==> config.mk <==
export PLATFORM = sky130hd
export DESIGN_NAME = alu_issue_ctrl_flat
export DESIGN_NICKNAME = d
export VERILOG_FILES = /design/src/rtl/alu_issue_ctrl_if.sv /design/src/rtl/alu_issue_ctrl.sv /design/src/flat_wrapper.sv
export SDC_FILE = /design/constraint.sdc
export NUM_CORES = 1
export LEC_CHECK = 0
export ABC_CLOCK_PERIOD_IN_PS = 3550
export CAP_MARGIN = 20
export CORE_UTILIZATION = 50
export DETAILED_ROUTE_END_ITERATION = 10
export HOLD_SLACK_MARGIN = 0.03
export PLACE_DENSITY = 0.77
export SYNTH_ARGS = -nofsm -noshare
export SYNTH_HDL_FRONTEND = slang
export SYNTH_SLANG_ARGS = --single-unit
==> constraint.sdc <==
create_clock -name clk -period 3.55 [get_ports clk]
set_input_delay 0.355 -clock clk [delete_from_list [all_inputs] [get_ports clk]]
set_output_delay 0.355 -clock clk [all_outputs]
set_load 0.005 [all_outputs]
==> src/rtl/alu_issue_ctrl_if.sv <==
// Command/response handshake and ALU operand bus between the host, the issue controller and the ADD_SUB ALU.
// master = host plus ALU environment, slave = alu_issue_ctrl.
interface alu_issue_ctrl_if #(
  parameter int DATA_WIDTH = 16
);
  logic                  cmd_valid;
  logic                  cmd_ready;
  logic [1:0]            cmd_op;
  logic [1:0]            cmd_rd;
  logic [1:0]            cmd_rs1;
  logic [1:0]            cmd_rs2;
  logic [DATA_WIDTH-1:0] cmd_imm;
  logic                  rsp_valid;
  logic                  rsp_ready;
  logic [DATA_WIDTH-1:0] rsp_data;
  logic                  rsp_overflow;
  logic                  sticky_overflow;
  logic                  clr_sticky;
  logic [DATA_WIDTH-1:0] alu_A;
  logic [DATA_WIDTH-1:0] alu_B;
  logic [3:0]            alu_FuncCode;
  logic [DATA_WIDTH-1:0] alu_C;
  logic                  alu_OverflowFlag;

  modport master (
    output cmd_valid, cmd_op, cmd_rd, cmd_rs1, cmd_rs2, cmd_imm,
    output rsp_ready, clr_sticky, alu_C, alu_OverflowFlag,
    input  cmd_ready, rsp_valid, rsp_data, rsp_overflow, sticky_overflow,
    input  alu_A, alu_B, alu_FuncCode
  );

  modport slave (
    input  cmd_valid, cmd_op, cmd_rd, cmd_rs1, cmd_rs2, cmd_imm,
    input  rsp_ready, clr_sticky, alu_C, alu_OverflowFlag,
    output cmd_ready, rsp_valid, rsp_data, rsp_overflow, sticky_overflow,
    output alu_A, alu_B, alu_FuncCode
  );
endinterface

==> src/rtl/alu_issue_ctrl.sv <==
// Sequential issue controller: accepts host commands, drives the combinational ADD_SUB ALU for one
// cycle, writes results into a 4-entry register file and returns a held response with sticky overflow.
module alu_issue_ctrl #(
  parameter int DATA_WIDTH = 16
) (
  input  logic           clk,
  input  logic           reset,
  alu_issue_ctrl_if.slave bus
);
  localparam logic [1:0] OP_ADD  = 2'b00;
  localparam logic [1:0] OP_SUB  = 2'b01;
  localparam logic [1:0] OP_LOAD = 2'b10;
  localparam logic [1:0] OP_READ = 2'b11;

  localparam logic [1:0] S_IDLE = 2'd0;
  localparam logic [1:0] S_EXEC = 2'd1;
  localparam logic [1:0] S_RESP = 2'd2;

  logic [1:0]            r_state;
  logic [1:0]            r_op;
  logic [1:0]            r_rd;
  logic [1:0]            r_rs1;
  logic [1:0]            r_rs2;
  logic [DATA_WIDTH-1:0] r_regs [4];
  logic [DATA_WIDTH-1:0] r_rsp_data;
  logic                  r_rsp_ovf;
  logic                  r_sticky;
  logic                  w_accept;

  assign bus.cmd_ready       = (r_state == S_IDLE) && !reset;
  assign w_accept            = bus.cmd_valid && bus.cmd_ready;
  assign bus.rsp_valid       = (r_state == S_RESP);
  assign bus.rsp_data        = r_rsp_data;
  assign bus.rsp_overflow    = r_rsp_ovf;
  assign bus.sticky_overflow = r_sticky;

  // Function code 1111 parks the ALU at zero result, no overflow, whenever no operation is executing.
  always_comb begin
    // NOTE: every output gets a default first, so no path can leave it unassigned and infer a latch.
    bus.alu_A        = '0;
    bus.alu_B        = '0;
    bus.alu_FuncCode = 4'b1111;
    if (r_state == S_EXEC) begin
      bus.alu_A        = r_regs[r_rs1];
      bus.alu_B        = r_regs[r_rs2];
      bus.alu_FuncCode = (r_op == OP_SUB) ? 4'b0001 : 4'b0000;
    end
  end

  always_ff @(posedge clk) begin
    if (reset) begin
      r_state    <= S_IDLE;
      r_op       <= OP_ADD;
      r_rd       <= '0;
      r_rs1      <= '0;
      r_rs2      <= '0;
      r_rsp_data <= '0;
      r_rsp_ovf  <= 1'b0;
      r_sticky   <= 1'b0;
      // NOTE: the register file is cleared by reset too; a reset must leave r0..r3 reading zero.
      for (int i = 0; i < 4; i++) r_regs[i] <= '0;
    end else begin
      // NOTE: all state uses non-blocking assignments so EXEC reads operands before the same-edge write.
      if (r_state == S_EXEC && bus.alu_OverflowFlag) r_sticky <= 1'b1;
      else if (bus.clr_sticky)                       r_sticky <= 1'b0;

      case (r_state)
        S_IDLE: begin
          if (w_accept) begin
            r_op  <= bus.cmd_op;
            r_rd  <= bus.cmd_rd;
            r_rs1 <= bus.cmd_rs1;
            r_rs2 <= bus.cmd_rs2;
            case (bus.cmd_op)
              OP_LOAD: begin
                r_regs[bus.cmd_rd] <= bus.cmd_imm;
                r_rsp_data         <= bus.cmd_imm;
                r_rsp_ovf          <= 1'b0;
                r_state            <= S_RESP;
              end
              OP_READ: begin
                r_rsp_data <= r_regs[bus.cmd_rs1];
                r_rsp_ovf  <= 1'b0;
                r_state    <= S_RESP;
              end
              default: r_state <= S_EXEC;
            endcase
          end
        end
        S_EXEC: begin
          r_regs[r_rd] <= bus.alu_C;
          r_rsp_data   <= bus.alu_C;
          r_rsp_ovf    <= bus.alu_OverflowFlag;
          r_state      <= S_RESP;
        end
        S_RESP: begin
          if (bus.rsp_ready) r_state <= S_IDLE;
        end
        default: r_state <= S_IDLE;
      endcase
    end
  end
endmodule

==> src/flat_wrapper.sv <==
// flat-port wrapper written by rule: the top's interface ports become plain ports
module alu_issue_ctrl_flat 
#(
  parameter int DATA_WIDTH = 16
)
  (clk, reset, bus_cmd_valid, bus_cmd_op, bus_cmd_rd, bus_cmd_rs1, bus_cmd_rs2, bus_cmd_imm, bus_rsp_ready, bus_clr_sticky, bus_alu_C, bus_alu_OverflowFlag, bus_cmd_ready, bus_rsp_valid, bus_rsp_data, bus_rsp_overflow, bus_sticky_overflow, bus_alu_A, bus_alu_B, bus_alu_FuncCode);
  alu_issue_ctrl_if #(.DATA_WIDTH(DATA_WIDTH)) bus_i ();
  input  logic clk;
  input  logic reset;
  input wire logic [$bits(bus_i.cmd_valid)-1:0] bus_cmd_valid;
  input wire logic [$bits(bus_i.cmd_op)-1:0] bus_cmd_op;
  input wire logic [$bits(bus_i.cmd_rd)-1:0] bus_cmd_rd;
  input wire logic [$bits(bus_i.cmd_rs1)-1:0] bus_cmd_rs1;
  input wire logic [$bits(bus_i.cmd_rs2)-1:0] bus_cmd_rs2;
  input wire logic [$bits(bus_i.cmd_imm)-1:0] bus_cmd_imm;
  input wire logic [$bits(bus_i.rsp_ready)-1:0] bus_rsp_ready;
  input wire logic [$bits(bus_i.clr_sticky)-1:0] bus_clr_sticky;
  input wire logic [$bits(bus_i.alu_C)-1:0] bus_alu_C;
  input wire logic [$bits(bus_i.alu_OverflowFlag)-1:0] bus_alu_OverflowFlag;
  output wire logic [$bits(bus_i.cmd_ready)-1:0] bus_cmd_ready;
  output wire logic [$bits(bus_i.rsp_valid)-1:0] bus_rsp_valid;
  output wire logic [$bits(bus_i.rsp_data)-1:0] bus_rsp_data;
  output wire logic [$bits(bus_i.rsp_overflow)-1:0] bus_rsp_overflow;
  output wire logic [$bits(bus_i.sticky_overflow)-1:0] bus_sticky_overflow;
  output wire logic [$bits(bus_i.alu_A)-1:0] bus_alu_A;
  output wire logic [$bits(bus_i.alu_B)-1:0] bus_alu_B;
  output wire logic [$bits(bus_i.alu_FuncCode)-1:0] bus_alu_FuncCode;
  assign bus_i.cmd_valid = bus_cmd_valid;
  assign bus_i.cmd_op = bus_cmd_op;
  assign bus_i.cmd_rd = bus_cmd_rd;
  assign bus_i.cmd_rs1 = bus_cmd_rs1;
  assign bus_i.cmd_rs2 = bus_cmd_rs2;
  assign bus_i.cmd_imm = bus_cmd_imm;
  assign bus_i.rsp_ready = bus_rsp_ready;
  assign bus_i.clr_sticky = bus_clr_sticky;
  assign bus_i.alu_C = bus_alu_C;
  assign bus_i.alu_OverflowFlag = bus_alu_OverflowFlag;
  assign bus_cmd_ready = bus_i.cmd_ready;
  assign bus_rsp_valid = bus_i.rsp_valid;
  assign bus_rsp_data = bus_i.rsp_data;
  assign bus_rsp_overflow = bus_i.rsp_overflow;
  assign bus_sticky_overflow = bus_i.sticky_overflow;
  assign bus_alu_A = bus_i.alu_A;
  assign bus_alu_B = bus_i.alu_B;
  assign bus_alu_FuncCode = bus_i.alu_FuncCode;
  alu_issue_ctrl #(.DATA_WIDTH(DATA_WIDTH)) u_core (.clk(clk), .reset(reset), .bus(bus_i));
endmodule
# == Word-level counts from Yosys, hierarchy flattened ==
# Memories as Yosys holds them, arrays and structs flattened. A register that Yosys moved wholly into a read port is not among the register bits.
# Cells that the tools add are included.
# W data, S select, Z words.
# word_totals
reg_bits,28
ram_bits,64
in_bits,46
out_inout_bits,56
elab_cells,68
memories,1
# op_classes
eq_ne,9
mux,36
n_reduce_logical,14
# mem_list
name,depth,word_bits,rd,rd_clocked_by_memory_dff,wr,line,text
u_core.r_regs,4,16,3,2,4,alu_issue_ctrl.sv:24,logic [DATA_WIDTH-1:0] r_regs [4];
# ops
operator,n
$mux W16,5
$pmux W16 S2,2
$reduce_or A16 Y1,2
$mux W2,9
$mux W1,17
$eq A2 B2 Y1 const B,3
$pmux W2 S3,1
$reduce_and A3 Y1,2
$eq A2 B1 Y1 const B,2
$mux W4,1
$ne A2 B2 Y1 const B,2
$reduce_and A2 Y1,2
$reduce_bool A2 Y1,2
$logic_and A1 B1 Y1,3
$ne A3 B3 Y1 const B,1
$logic_not A2 Y1,1
$ne A2 B1 Y1 const B,1
$pmux W1 S2,1
$reduce_or A2 Y1,1
$logic_not A1 Y1,1

# == Logic depth before layout (Yosys ltp) ==
# Gate-level depths: netlist of run 1.
# depth
word_depth,10
depth_mapped,7
ltp_nobuf,4

# == Worst setup path after synthesis of run 1 ==
# Ideal clock, no wire load.
# synth_path
path_type,register -> register
start,register u_core.r_state[0]
end,"memory u_core.r_regs[3][0], enable pin"
t_arrival_ns,2.188
setup_slack_ns,0.952
path_stages_with_launch,7
n_path_buf,3
period_less_slack_ns,2.598
cell_sequence,dfxtp_1 > buf_6 > nor4bb_4 > buf_6 > buf_6 > a221oi_1 > nor3_1
# synth_rtl
item,line,text
start: declaration,alu_issue_ctrl.sv:19,logic [1:0] r_state;
start signal: assignment,alu_issue_ctrl.sv:52,r_state <= S_IDLE;
start signal: assignment,alu_issue_ctrl.sv:79,r_state <= S_RESP;
start signal: assignment,alu_issue_ctrl.sv:84,r_state <= S_RESP;
end: declaration,alu_issue_ctrl.sv:24,

# == Worst setup path in the final report of run 1 ==
# layout_path
start,register u_core.r_state[0]
end,output bus_alu_A[0]
# layout_between
elab_chain_cells,2
# layout_lines
item,line,text
$eq A2 B1 Y1,alu_issue_ctrl.sv:43,if (r_state == S_EXEC) begin
$mux W16,alu_issue_ctrl.sv:43,
end: declaration,flat_wrapper.sv:25,output wire logic [$bits(bus_i.alu_A)-1:0] bus_alu_A;
# Every way passes these cells.

==> impl_results.md, run 1 <==
* Fill cells at between 800 and 900
* Grt met3 use at about 3.6%
* Vert. Die Dim at 106 um
* Number of global-route vias before repair at 3931
* Final instance area at 6700 sq um
* RSZ-0062 raised after global routing: false
* Clock Latency Late Sink at 0.37 ns
* Share of the synthesized area in the top cell type at between 30% and 40%
* Worst slew pin tran at 0.968 ns
* Mapped Cells at slightly below 400
* Post-CTS repair timing setup buffer count at 0
* Vias at 3787
* Clk pin slew, worst setup/hold paths at 0.10 ns
* Mapped Area at 5450 sq um
* CP Capture Type: output pin
* Die Wd at 106 um
* Routed wire length at 13400 um
* Layout cells sized above 1 at 25.6%
* Final HPWL DP at 9620 um
* Met1 Resource Use GR at 30.3%
* Largest cells by area after synthesis: edfxtp_1, mux4_2, dfxtp_1, and2_1, a21oi_1
* Final Max Tran Viols at 0
* Cell Rows at 37
* Root buf cell: clkbuf_8
* Sequential element share of the synthesized area at 47.0%
* # IOs at 102
* CTS tree: built
* Initial DRC Count at between 150 and 200
* Post-synth top area cell: edfxtp_1
* Initial antenna violation count at 0
* Layout overhead on the synthesized area at 22.9%
* Clk_skew at 0.00983 ns
* Routing usage on met2 at about 44%
* Hold Slack at roughly 0.48 ns
* Core Box Area at approximately 10000 sq um
* Die Area at 11300 sq um
* Final ANT Viol Nets at 0
* Post-synth EDFFs at 64
* Crit-path max cell delay at 0.71 ns
* Final setup viols at 0
* Most frequent cells in the layout: clkdlybuf4s50_1, edfxtp_1, mux4_2
* Peak Freq at 334 MHz
* Crit start category: flip-flop
* Gr usage total at 24.7%
* Slew margin rel. at 35.2%
* Main flop type after synthesis: edfxtp_1
* Max Buffers Root-to-Sink at 2
* CP Cell Sequence: nor2b_2, buf_4, and2_1, clkdlybuf4s50_1
* Max Cap Violations at 0
* Status: completed
* Ys async rst share at 0%
* First-pass GRT wire length at between 20000 and 25000 um
* Tot Pwr at 2.44 mW
* Largest net degree at the start of global routing at 26
* Routed len/inst at 21.6 um
* Commonest non-fill, non-tap cell in the layout: clkdlybuf4s50_1
* Vias per cell at 6.10
* Crit Path Category: reg -> out
* Cts repair resizes at 0
* Buffers on Ports at just over 100
* Crit-path max FO at 23
* NumNets Final at 526
* Global route overflow at 0
* TritonCTS Buffers at 9
* Required @ worst endpoint at 3.19 ns
* Util after Layout at between 60% and 70%
* Unique cell type count in the Yosys netlist at between 40 and 50
* Max IR drop VDD at 194 uV
* Clk sinks at 96
* Yosys Warn Count at 0
* H-tree levels at 3
* N_diodes at 0
* Worst Path Arrival at 2.64 ns
* Initial Util at 52.1%
* Yosys reg bits at 96
* Routability congestion estimate from global placement at 0.825
* Grt peak-use layer: met2
* Final period util at 84.4%
* Slowest-stage cell, CP: nor2b_2
* Min Tclk post-route at 2.99 ns
* Placed Area at between 6000 and 7000 sq um
* Pre-antenna DRT Iters at 7
* Syn_nets at 435
* Setup_tns at 0 ns
* Worst min-delay path category: reg -> reg
* Residual DRC at 0
* Syn_area_per_cell at 14.0 sq um
* Lkg Pwr at between 2 and 2.5 nW
* # hold bufs at CTS at 0
* Pwr Density at 365 nW/um^2
* Fin. Hold Viols at 0
state kept, by name (all words and copies together), names as in the netlist, named ones only:
| register | count |
|---|---|
| u_core.r_op | 2 |
| u_core.bus.sticky_overflow | 1 |
| u_core.r_regs | 64 |
| u_core.r_rs1 | 2 |
| u_core.bus.rsp_overflow | 1 |
| u_core.r_rd | 2 |
| u_core.r_rs2 | 2 |
| u_core.bus.rsp_data | 16 |
| u_core.r_state | 2 |
stage by stage:
| step | setup slack (ns) | instances |
|---|---|---|
| final | 0.555 | 621 |
| after global routing | 0.377 | 621 |
| after CTS | 0.516 | 621 |
| after detailed placement | 0.583 | 605 |
| after global placement | 0.642 | 605 |
| after floorplan | 0.952 | 389 |
per-layer routing:
metal	vias up	wire, um
met2	179	7090
met3	20	814
li1	1704	-
met5	-	0
met1	1884	5270
met4	0	229
critical path: cells and delay by family (launching register included):
kind,cells,cell delay (ns)
buffers and inverters,2,0.85
flip-flops,1,0.55
AND/OR/NAND/NOR,2,0.87
report_power, final:
part	internal [mW]	switching, mW	leakage [nW]
Clock	0.320	0.398	0.106
Combinational	0.232	0.173	1.39
Sequential	1.26	0.0636	0.923
Total	1.81	0.635	2.42
synth_stat cells (2+ instances only):
library cell and instances:
edfxtp_1 64, mux4_2 48, and2_1 33, dfxtp_1 32, a21oi_1 27, inv_1 21
mux2i_1 13, buf_2 12, clkbuf_1 12, buf_6 11, a21oi_2 10, nor3_1 10
a221o_1 9, a32oi_1 9, nor2_1 9, nor3_2 9, a221oi_1 6, o21bai_1 6
a32oi_2 5, buf_4 4, inv_2 3, nor2b_1 3, a211o_1 2, a31oi_2 2
and4b_1 2, nand2_1 2, nand2b_1 2, nand3b_1 2, nand3b_4 2, nor3b_1 2
nor4bb_1 2, o21ai_0 2
cell families after synthesis:
kind of cell	share of synthesized area, %
flip-flops	47.0
AND/OR/NAND/NOR	11.9
buffers and inverters	6.77
multiplexers	22.2
AO/OA/AOI/OAI	12.1
layout make-up:
| cell class | instances | area (sq um) | area share [%] |
|---|---|---|---|
| sequential | 96 | 2560 | 38.3 |
| clock inverter | 5 | 32.5 | 0.486 |
| timing repair buffer | 120 | 1150 | 17.2 |
| tap | 136 | 170 | 2.54 |
| multi-input combinational | 229 | 2520 | 37.7 |
| inverter | 24 | 90.1 | 1.35 |
| clock buffer | 11 | 163 | 2.43 |
path summary, 6_finish.rpt:
kind / start / end / slack [ns] / cells past startpoint
max: u_core.r_state[0] / bus_alu_A[0] / 0.56 / 4
min: u_core.bus.rsp_data[3] / u_core.bus.rsp_data[3] / 0.48 / 2
max reg2reg: u_core.r_state[0] / u_core.r_regs[3][5] / 1.05 / 5
min reg2reg: u_core.bus.rsp_data[3] / u_core.bus.rsp_data[3] / 0.48 / 2
Power figures use the tool's default switching activity.
==> inputs of run 2 (changes only) <==
- ABC_CLOCK_PERIOD_IN_PS: 3550 -> 2710
- CORE_UTILIZATION: 50 -> 48
- clock period: 3.55 -> 2.71 ns (I/O delays scaled with it)
==> run 2 against run 1 <==
Clock power grew 70%. Combinational power increased by 41%. Global-route usage is 0.18 points lower. Total power is 43% higher. Die area up 4.1%. Final cell count up 2.1%. Critical endpoint is now bus_alu_B[1]. Largest cell class unchanged.
==> impl_results.md, run 2 (synthesized netlist as in run 1, its figures left out) <==
* Status: completed
* Peak Freq at around 400 MHz
* Global route overflow at 0 (unchanged)
* Initial antenna violation count at 0 (unchanged)
* Register bank with the most flops: u_core.r_regs
* WP buf/inv at 2 (unchanged)
* Clk pin slew, worst setup/hold paths at 0.07 ns (-0.03 ns)
* Max Buffers Root-to-Sink at 2 (unchanged)
* # hold bufs at CTS at 0 (unchanged)
* Final setup viols at 0 (unchanged)
* Worst min-delay path category: reg -> reg
* Clk_skew at 0.00704 ns (-0.00279 ns)
* Max reg flops at 64 (unchanged)
* RSZ-0062 raised after global routing: false
* CP Cell Sequence: buf_4, mux4_2, and2_1, clkdlybuf4s50_1
* Final HPWL DP at 9500 um (-1.2%)
* Routed wire length at 13700 um (+2.3%)
* NumNets Final at 535 (+1.7%)
* First-pass GRT wire length at 21100 um (+0.96%)
* Worst Path Arrival at 2.20 ns (-0.44 ns)
* Setup_tns at 0 ns (unchanged)
* Vias at 3858 (+1.9%)
* Lkg Pwr at 2.51 nW (+3.6%)
* H-tree levels at 3 (unchanged)
* Root buf cell: clkbuf_16
* Slew margin rel. at 61.0% (+26 points)
* Dpl ws at 0.338 ns (-0.246 ns)
* Routed len/inst at 21.6 um (+0.19%)
* Routability congestion estimate from global placement at 0.772 (-6.5%)
* Most frequent cells in the layout: clkdlybuf4s50_1, edfxtp_1, mux4_2
* Crit-path max cell delay at 0.58 ns (-0.13 ns)
* Largest net degree at the start of global routing at 27 (+3.8%)
* Die Wd at 109 um (+2.0%)
* CP top delay family: buffers and inverters
* Post-CTS repair timing setup buffer count at 0 (unchanged)
* Crit start category: flip-flop
* Max Cap Violations at 0 (unchanged)
* Pre-antenna DRT Iters at 6 (-1)
* Die Area at 11800 sq um (+4.1%)
* Layout cells sized above 1 at 26.7% (+1.2 points)
* Slowest-stage cell, CP: mux4_2
* Clock Latency Late Sink at 0.35 ns (-0.02 ns)
* N_diodes at 0 (unchanged)
* CP Capture Type: output pin
* Min Tclk post-route at 2.47 ns
* CTS tree: built
* Residual DRC at 0 (unchanged)
* Fin. Hold Viols at 0 (unchanged)
* Number of global-route vias before repair at 3939 (+0.20%)
* Layout overhead on the synthesized area at 26.3%
* Final Max Tran Viols at 0 (unchanged)
* TritonCTS Buffers at 9 (unchanged)
* Initial DRC Count at 296 (+56%)
* Initial Util at 49.8% (-2.3 points)
* Crit-path max FO at 16 (-30%)
* Max IR drop VDD at 251 uV (+29%)
* Hold Slack at 0.464 ns (-0.0108 ns)
* # IOs at 102 (unchanged)
* Cell Rows at 38 (+2.7%)
* Required @ worst endpoint at 2.44 ns (-0.75 ns)
* Buffers on Ports at 101 (unchanged)
* Cts repair resizes at 0 (unchanged)
* Vert. Die Dim at 109 um (+2.0%)
* Final WS setup at 0.238 ns (-0.318 ns)
* Pwr Density at 508 nW/um^2 (+39%)
* Clk sinks at 96 (unchanged)
* Worst slew pin tran at 0.576 ns (-0.392 ns)
* Vias per cell at 6.09 (-0.21%)
* Core Box Area at 10900 sq um (+4.5%)
* Final period util at about nine tenths
* Crit Path Category: reg -> out
* Commonest non-fill, non-tap cell in the layout: clkdlybuf4s50_1
* Gr usage total at 24.6% (-0.18 points)
* Final ANT Viol Nets at 0 (unchanged)
run 2: cell types whose count changed in the layout (fill, tap and decap cells not counted), sizes merged:
cell	delta
clkinv	+1
buf	+9
inv	-2
clkbuf	+1
run 2: report_power, final:
| group | switching [mW] | internal (mW) | leakage (nW) |
|---|---|---|---|
| logic | 0.257 | 0.313 | 1.44 |
| clock network | 0.542 | 0.674 | 0.143 |
| registers | 0.0591 | 1.65 | 0.923 |
| total | 0.858 | 2.63 | 2.51 |
run 2: per-stage QoR:
step	total power, mW	cell area [sq um]	utilization [%]	instances
detailed placement	2.30	6600	60.3	618
CTS	3.50	6880	62.9	634
global route	3.60	6880	62.9	634
finish	3.49	6880	62.9	634
global placement	2.29	6600	60.3	618
floorplan	2.06	5450	-	389
run 2: per-layer routing:
| layer | vias up | GRT usage, % | routed length [um] |
|---|---|---|---|
| met4 | 0 | 9.85 | 291 |
| met3 | 21 | 3.92 | 905 |
| li1 | 1729 | - | - |
| met1 | 1925 | 29.4 | 5230 |
| met2 | 183 | 43.9 | 7300 |
| met5 | - | 0 | 0 |
run 2: area by class of cell:
cell class,instances,area (sq um)
fill,857,4050
sequential,96,2560
multi-input combinational,229,2520
timing repair buffer,129,1250
clock buffer,12,256
tap,140,175
inverter,24,90.1
clock inverter,4,26.3
run 2: path summary, 6_finish.rpt:
kind	from	endpoint	slack (ns)	depth (start not counted)
worst max-delay path	flip-flop	bus_alu_B[1]	0.24	4
worst min-delay path	u_core.bus.rsp_data[3]	u_core.bus.rsp_data[3]	0.46	2
worst max register to register	u_core.r_state[1]	u_core.r_regs[3][9]	0.71	5
worst min register to register	u_core.bus.rsp_data[3]	u_core.bus.rsp_data[3]	0.46	2
run 2: worst min-delay path, delay by kind of cell, from the launching register on:
family | cells | cell delay [ns]
flip-flops | 1 | 0.31
buffers and inverters | 1 | 0.04
AO/OA/AOI/OAI | 1 | 0.06
==> inputs of run 3 (changes only) <==
- HOLD_SLACK_MARGIN: 0.03 -> not set
==> results of run 3 <==
No change in the layout: final DEF, timing and power equal those of run 2.
